## config.mk

```make
export PLATFORM = sky130hd
export DESIGN_NAME = muldiv_sequencer
export DESIGN_NICKNAME = d
export VERILOG_FILES = /design/src/rtl/muldiv_sequencer.sv
export SDC_FILE = /design/constraint.sdc
export NUM_CORES = 1
export LEC_CHECK = 0
export BUFFER_PORTS_ARGS = -buffer_cell sky130_fd_sc_hd__buf_2
export CELL_PAD_IN_SITES_DETAIL_PLACEMENT = 2
export CELL_PAD_IN_SITES_GLOBAL_PLACEMENT = 2
export CORE_MARGIN = 10
export CORE_UTILIZATION = 30
export CTS_CLUSTER_DIAMETER = 50
export DETAILED_ROUTE_END_ITERATION = 6
export PLACE_DENSITY = 0.77
export SLEW_MARGIN = 15
export SYNTH_ARGS = -nofsm -noshare
export SYNTH_HDL_FRONTEND = slang
export SYNTH_SLANG_ARGS = --single-unit
```

## constraint.sdc

```tcl
create_clock -name clk -period 12 [get_ports clk]
set_input_delay 1.8 -clock clk [delete_from_list [all_inputs] [get_ports clk]]
set_output_delay 1.8 -clock clk [all_outputs]
set_load 0.03 [all_outputs]
```

## src/rtl/muldiv_sequencer.sv

```systemverilog
// muldiv_sequencer: multi-cycle controller that borrows the shared ALU to run
// unsigned 16-bit multiply (shift-and-add) and unsigned divide (restoring,
// compare-then-subtract, two cycles per quotient bit).
module muldiv_sequencer #(
  parameter int WIDTH = 16,
  parameter int CNT_W = 5
) (
  input  logic             clk,
  input  logic             rst,
  input  logic             start,
  input  logic             op_div,
  input  logic [WIDTH-1:0] src_a,
  input  logic [WIDTH-1:0] src_b,
  input  logic             flush,
  output logic             alu_req,
  output logic [WIDTH-1:0] alu_first,
  output logic [WIDTH-1:0] alu_second,
  output logic [3:0]       alu_op,
  input  logic [WIDTH-1:0] alu_result,
  output logic             busy,
  output logic             done,
  output logic [WIDTH-1:0] res_lo,
  output logic [WIDTH-1:0] res_hi,
  output logic             div_zero
);

  typedef enum logic [2:0] {IDLE, MUL, DCMP, DSUB, DONE} state_t;

  localparam logic [3:0]       OP_ADD  = 4'b0000;
  localparam logic [3:0]       OP_SUB  = 4'b0001;
  localparam logic [3:0]       OP_SLTU = 4'b0111;
  localparam logic [3:0]       OP_NONE = 4'b1000;
  localparam logic [CNT_W-1:0] LAST    = CNT_W'(WIDTH - 1);

  state_t           state;
  logic [CNT_W-1:0] cnt;
  logic [WIDTH-1:0] acc;
  logic [WIDTH-1:0] mcand;
  logic [WIDTH-1:0] mplier;
  logic [WIDTH-1:0] dividend;
  logic [WIDTH-1:0] divisor;
  logic [WIDTH-1:0] rem;
  logic [WIDTH-1:0] quot;
  logic [WIDTH-1:0] rs_q;
  logic             ge_q;

  logic [WIDTH-1:0] rs_next;
  logic             carry;
  logic             ge;
  logic [WIDTH-1:0] rem_next;

  // Shifted partial remainder; the bit leaving the top of R forces "greater or equal"
  assign carry    = rem[WIDTH-1];
  assign rs_next  = {rem[WIDTH-2:0], dividend[WIDTH-1]};
  assign ge       = carry | ~alu_result[0];
  assign rem_next = ge_q ? alu_result : rs_q;

  // ALU operand/opcode selection, decoded from registered state only
  always_comb begin
    alu_req    = 1'b0;
    alu_first  = '0;
    alu_second = '0;
    alu_op     = OP_NONE;
    case (state)
      MUL: begin
        alu_req    = 1'b1;
        alu_op     = OP_ADD;
        alu_first  = acc;
        alu_second = mplier[0] ? mcand : '0;
      end
      DCMP: begin
        alu_req    = 1'b1;
        alu_op     = OP_SLTU;
        alu_first  = rs_next;
        alu_second = divisor;
      end
      DSUB: begin
        alu_req    = 1'b1;
        alu_op     = OP_SUB;
        alu_first  = rs_q;
        alu_second = divisor;
      end
      default: ;
    endcase
  end

  // Sequencer state, datapath registers and registered handshake/result outputs
  always_ff @(posedge clk or posedge rst) begin
    if (rst) begin
      state    <= IDLE;
      cnt      <= '0;
      acc      <= '0;
      mcand    <= '0;
      mplier   <= '0;
      dividend <= '0;
      divisor  <= '0;
      rem      <= '0;
      quot     <= '0;
      rs_q     <= '0;
      ge_q     <= 1'b0;
      busy     <= 1'b0;
      done     <= 1'b0;
      res_lo   <= '0;
      res_hi   <= '0;
      div_zero <= 1'b0;
    end else begin
      done <= 1'b0;
      if (state != IDLE && flush) begin
        state <= IDLE;
        busy  <= 1'b0;
      end else begin
        case (state)
          IDLE: begin
            if (start) begin
              mcand    <= src_a;
              mplier   <= src_b;
              dividend <= src_a;
              divisor  <= src_b;
              acc      <= '0;
              rem      <= '0;
              quot     <= '0;
              cnt      <= '0;
              res_lo   <= '0;
              res_hi   <= '0;
              div_zero <= 1'b0;
              busy     <= 1'b1;
              if (!op_div) begin
                state <= MUL;
              end else if (src_b != '0) begin
                state <= DCMP;
              end else begin
                state    <= DONE;
                res_lo   <= '1;
                res_hi   <= src_a;
                div_zero <= 1'b1;
                done     <= 1'b1;
              end
            end
          end
          MUL: begin
            acc    <= alu_result;
            mcand  <= mcand << 1;
            mplier <= mplier >> 1;
            cnt    <= cnt + CNT_W'(1);
            if (cnt == LAST) begin
              state  <= DONE;
              res_lo <= alu_result;
              res_hi <= '0;
              done   <= 1'b1;
            end
          end
          DCMP: begin
            rs_q  <= rs_next;
            ge_q  <= ge;
            state <= DSUB;
          end
          DSUB: begin
            rem      <= rem_next;
            quot     <= {quot[WIDTH-2:0], ge_q};
            dividend <= dividend << 1;
            cnt      <= cnt + CNT_W'(1);
            if (cnt == LAST) begin
              state  <= DONE;
              res_lo <= {quot[WIDTH-2:0], ge_q};
              res_hi <= rem_next;
              done   <= 1'b1;
            end else begin
              state <= DCMP;
            end
          end
          DONE: begin
            state <= IDLE;
            busy  <= 1'b0;
          end
          default: begin
            state <= IDLE;
            busy  <= 1'b0;
          end
        endcase
      end
    end
  end

endmodule

```

==> results.toml <==
[final_layout]
fillCellCount = 2770
syn2layout_area_growth_pct = 18.6
layout_commonest_cell = "dfrtp_1"
ff_latch_area_um2 = 4280
layout.cells.non_filler = 1150
post-route-util_pct = 36.3
multi_input_area_um2 = 3430
drive_above_1_share_pct = 28.3
final_cell_mix = "170 x dfrtp_1, 124 x buf_2, 89 x nand2_1"
nets = 857

[critical_path]
cp-end-kind = "output pin"
critPathMaxStageDelay_ns = 0.58
r2r_cells = 4
cp_top_family = "buffers and inverters"
crit_path_top_delay_cell = "nor2b_1"
critPathMaxFanout = 48
crit_path_cell_trace = "buf_4, nor2b_1, buf_4, a22oi_1, nor2_1, buf_2"
crit_arrival_ns = 2.84
path_buf_inv = 3
critPathMostFrequentCell = "buf_4"
cp.required_ns = 10.20
r2r_slack_ns = 9.42
reg2reg_from = "state[1]$_DFFE_PP0P_"
reg2reg_to = "rs_q[14]$_DFFE_PP0P_"
critPathKind = "reg2out"
cp-start-kind = "flip-flop"
critPathLaunch = "state[1]$_DFFE_PP0P_"

[sta]
slew_viol_final = 0
fin_crit_sh_pct = 38.7
final_hold_viol_count = 0
rsz0062_at_grt = "false"
setup_tns_ns = 0
setup_viol = 0
tightest_slew_ns = 1.14
period_minus_slack_ns = 4.64
fmax_ghz = 0.215
holdWs_ns = 0.486
slew_headroom_pct = 24.1
fin_worst_skew_ns = 0.0186

[routing]
met3_length_um = 1080
final_antenna_net_count = 0
dr_wl_met2_um = 13800
vias = 6184
wl_met1_um = 11700
wirelength_um = 26900
wl_per_cell_um = 23.4
drt_iter0_markers = 355
top_layer = "met4"
vias_per_cell = 5.38
dr.pass1.iters = 4
drc = 0

[placement]
gp_congestion = 0.731
dp_cells = 1118
dp_hpwl_um = 18100
io_buffers = 124

[die]
die_h_um = 184
std_cell_rows = 59
dieWidth_um = 184
core-area_um2 = 26200
initial_core_util_pct = 30.6
io-pin-count = 125
die_area_um2 = 33700

[logic_synthesis]
syn_inst = 707
ys_warn_count = 0
seq_area_frac_synth_pct = 53.4
syn_area_um2 = 8020
synth.avg_cell_area_um2 = 11.3
yosysUniqueCellTypes = 44
synth.net_count = 762
synth-seq-cells = 171

[grt]
grt_max_degree = 102
antenna_found_initial = 1
grt_overflow = 0
grt.total_usage_pct = 16.2
grt_pass1_wl_um = 42500
grt_pass1_vias = 7005

[clocking]
cts.repair.resized = 0
cts_buffer_depth = 2
cts_tree = "done"
clock_latency_ns = 0.45
cts_setup_buffers = 0
cts_root_buf = "clkbuf_16"
cts_buffers = 17
htree_levels = 4
path_clk_slew_ns = 0.07
cts_hold_buf = 0
clock-sinks = 171

[power]
finalPower_mw = 2.47
cellPowerDensity_nw_per_um2 = 260
irDropWorstVdd_v = 0.0000864
total_leakage_power_nw = 4.57

[min_path]
min_path_cells = 2
holdPathEnd = "dividend[0]$_DFFE_PP0P_"
hp-start = "dividend[0]$_DFFE_PP0P_"
hold_class = "reg2reg"

[outcome]
status = "completed"

[run]
max-cap-violations = 0
==> worst max-delay path by stage <==
stage	end	slack [ns]	depth (start not counted)
global route	alu_first[3]	7.18	6
detailed placement	alu_first[3]	7.85	6
global placement	alu_first[7]	7.94	6
CTS	alu_first[3]	7.34	6
floorplan	acc[0]$_DFFE_PP0P_	5.57	1
finish	alu_first[7]	7.36	6
==> sequential cells by signal, summed over array words and instances, names as in the netlist <==
name	cells
done	1
state	3
divisor	16
res_lo	16
res_hi	16
dividend	16
busy	1
rs_q	16
acc	16
div_zero	1
mcand	16
cnt	5
quot	15
rem	16
mplier	16
ge_q	1
==> power breakdown <==
group | total, mW | switching [mW] | internal, mW
clock | 0.607 | 0.254 | 0.353
combinational | 0.946 | 0.614 | 0.332
sequential | 0.921 | 0.153 | 0.767
total | 2.47 | 1.02 | 1.45
==> metrics by stage <==
stage                     setup slack, ns  instance area, um^2
after global placement               7.94                 8880
final                                7.36                 9520
after global routing                 7.18                 9520
after CTS                            7.34                 9510
after detailed placement             7.85                 8880
after floorplan                      5.57                 8020
==> layer usage <==
metal / up-vias / GRT usage (%)
li1: 2797 / -
met1: 3272 / 20.1
met2: 98 / 28.0
met3: 17 / 3.66
met4: 0 / 3.93
met5: - / 0
==> cells by family (layout without fill, tap and decap cells) <==
family / after synthesis / count (layout) / share of synthesized area (%)
AO/OA/AOI/OAI: 179 / 179 / 16.4
XOR/XNOR: 1 / 1 / 0.109
adder cells (fa/ha/maj): 2 / 2 / 0.312
buffers and inverters: 68 / 175 / 4.27
flip-flops: 171 / 171 / 53.4
multiplexers: 125 / 125 / 16.3
other: 0 / 1 / 0
AND/OR/NAND/NOR: 161 / 161 / 9.17
==> final cells by class <==
cell class	count	share of cell area, %
clock buffers	17	4.47
multi-input cells	468	36.0
clock inverters	14	2.20
diodes	1	0.0263
well taps	335	4.40
repair buffers	137	7.55
inverters	7	0.329
flip-flops and latches	171	45.0
==> synthesized netlist by cell type <==
cell / instances / area share (%)
and4_1: 1 / 0.11
mux2i_1: 77 / 9.6
clkbuf_1: 28 / 1.3
and3_1: 2 / 0.16
a31oi_1: 1 / 0.078
nand2b_1: 2 / 0.16
and2_1: 1 / 0.078
nor3_1: 18 / 1.1
o21ai_1: 3 / 0.19
or3b_2: 1 / 0.11
a22o_1: 48 / 5.2
nand2_1: 89 / 4.2
ha_1: 2 / 0.31
inv_1: 6 / 0.28
clkbuf_2: 1 / 0.062
nand3b_1: 2 / 0.19
clkinv_1: 1 / 0.047
nor4_1: 4 / 0.31
nor2_1: 29 / 1.4
xor2_1: 1 / 0.11
a21oi_4: 1 / 0.20
a22oi_1: 16 / 1.5
nor2b_1: 3 / 0.23
a21oi_1: 6 / 0.37
dfrtp_1: 171 / 53
buf_4: 6 / 0.56
a21o_1: 1 / 0.094
a221o_1: 16 / 2.0
buf_6: 5 / 0.70
nand3_2: 1 / 0.12
nand4_1: 1 / 0.078
or3b_1: 1 / 0.11
o21ai_0: 53 / 3.3
o311ai_1: 16 / 1.7
buf_2: 21 / 1.3
mux2_2: 48 / 6.7
o31ai_1: 17 / 1.6
nor3_4: 1 / 0.20
nor3_2: 1 / 0.12
nor3b_1: 1 / 0.094
nor3b_2: 1 / 0.16
a2111oi_0: 1 / 0.11
nor4b_2: 1 / 0.19
nand2b_2: 1 / 0.11
==> worst register-to-register path, stage by stage, from the launching register on <==
cell	delay (ns)
dfrtp_2	0.39
buf_4	0.56
nand2b_2	0.22
nor3_4	0.84
mux2_2	0.45
Note: power is estimated with default switching activity, not from simulation.
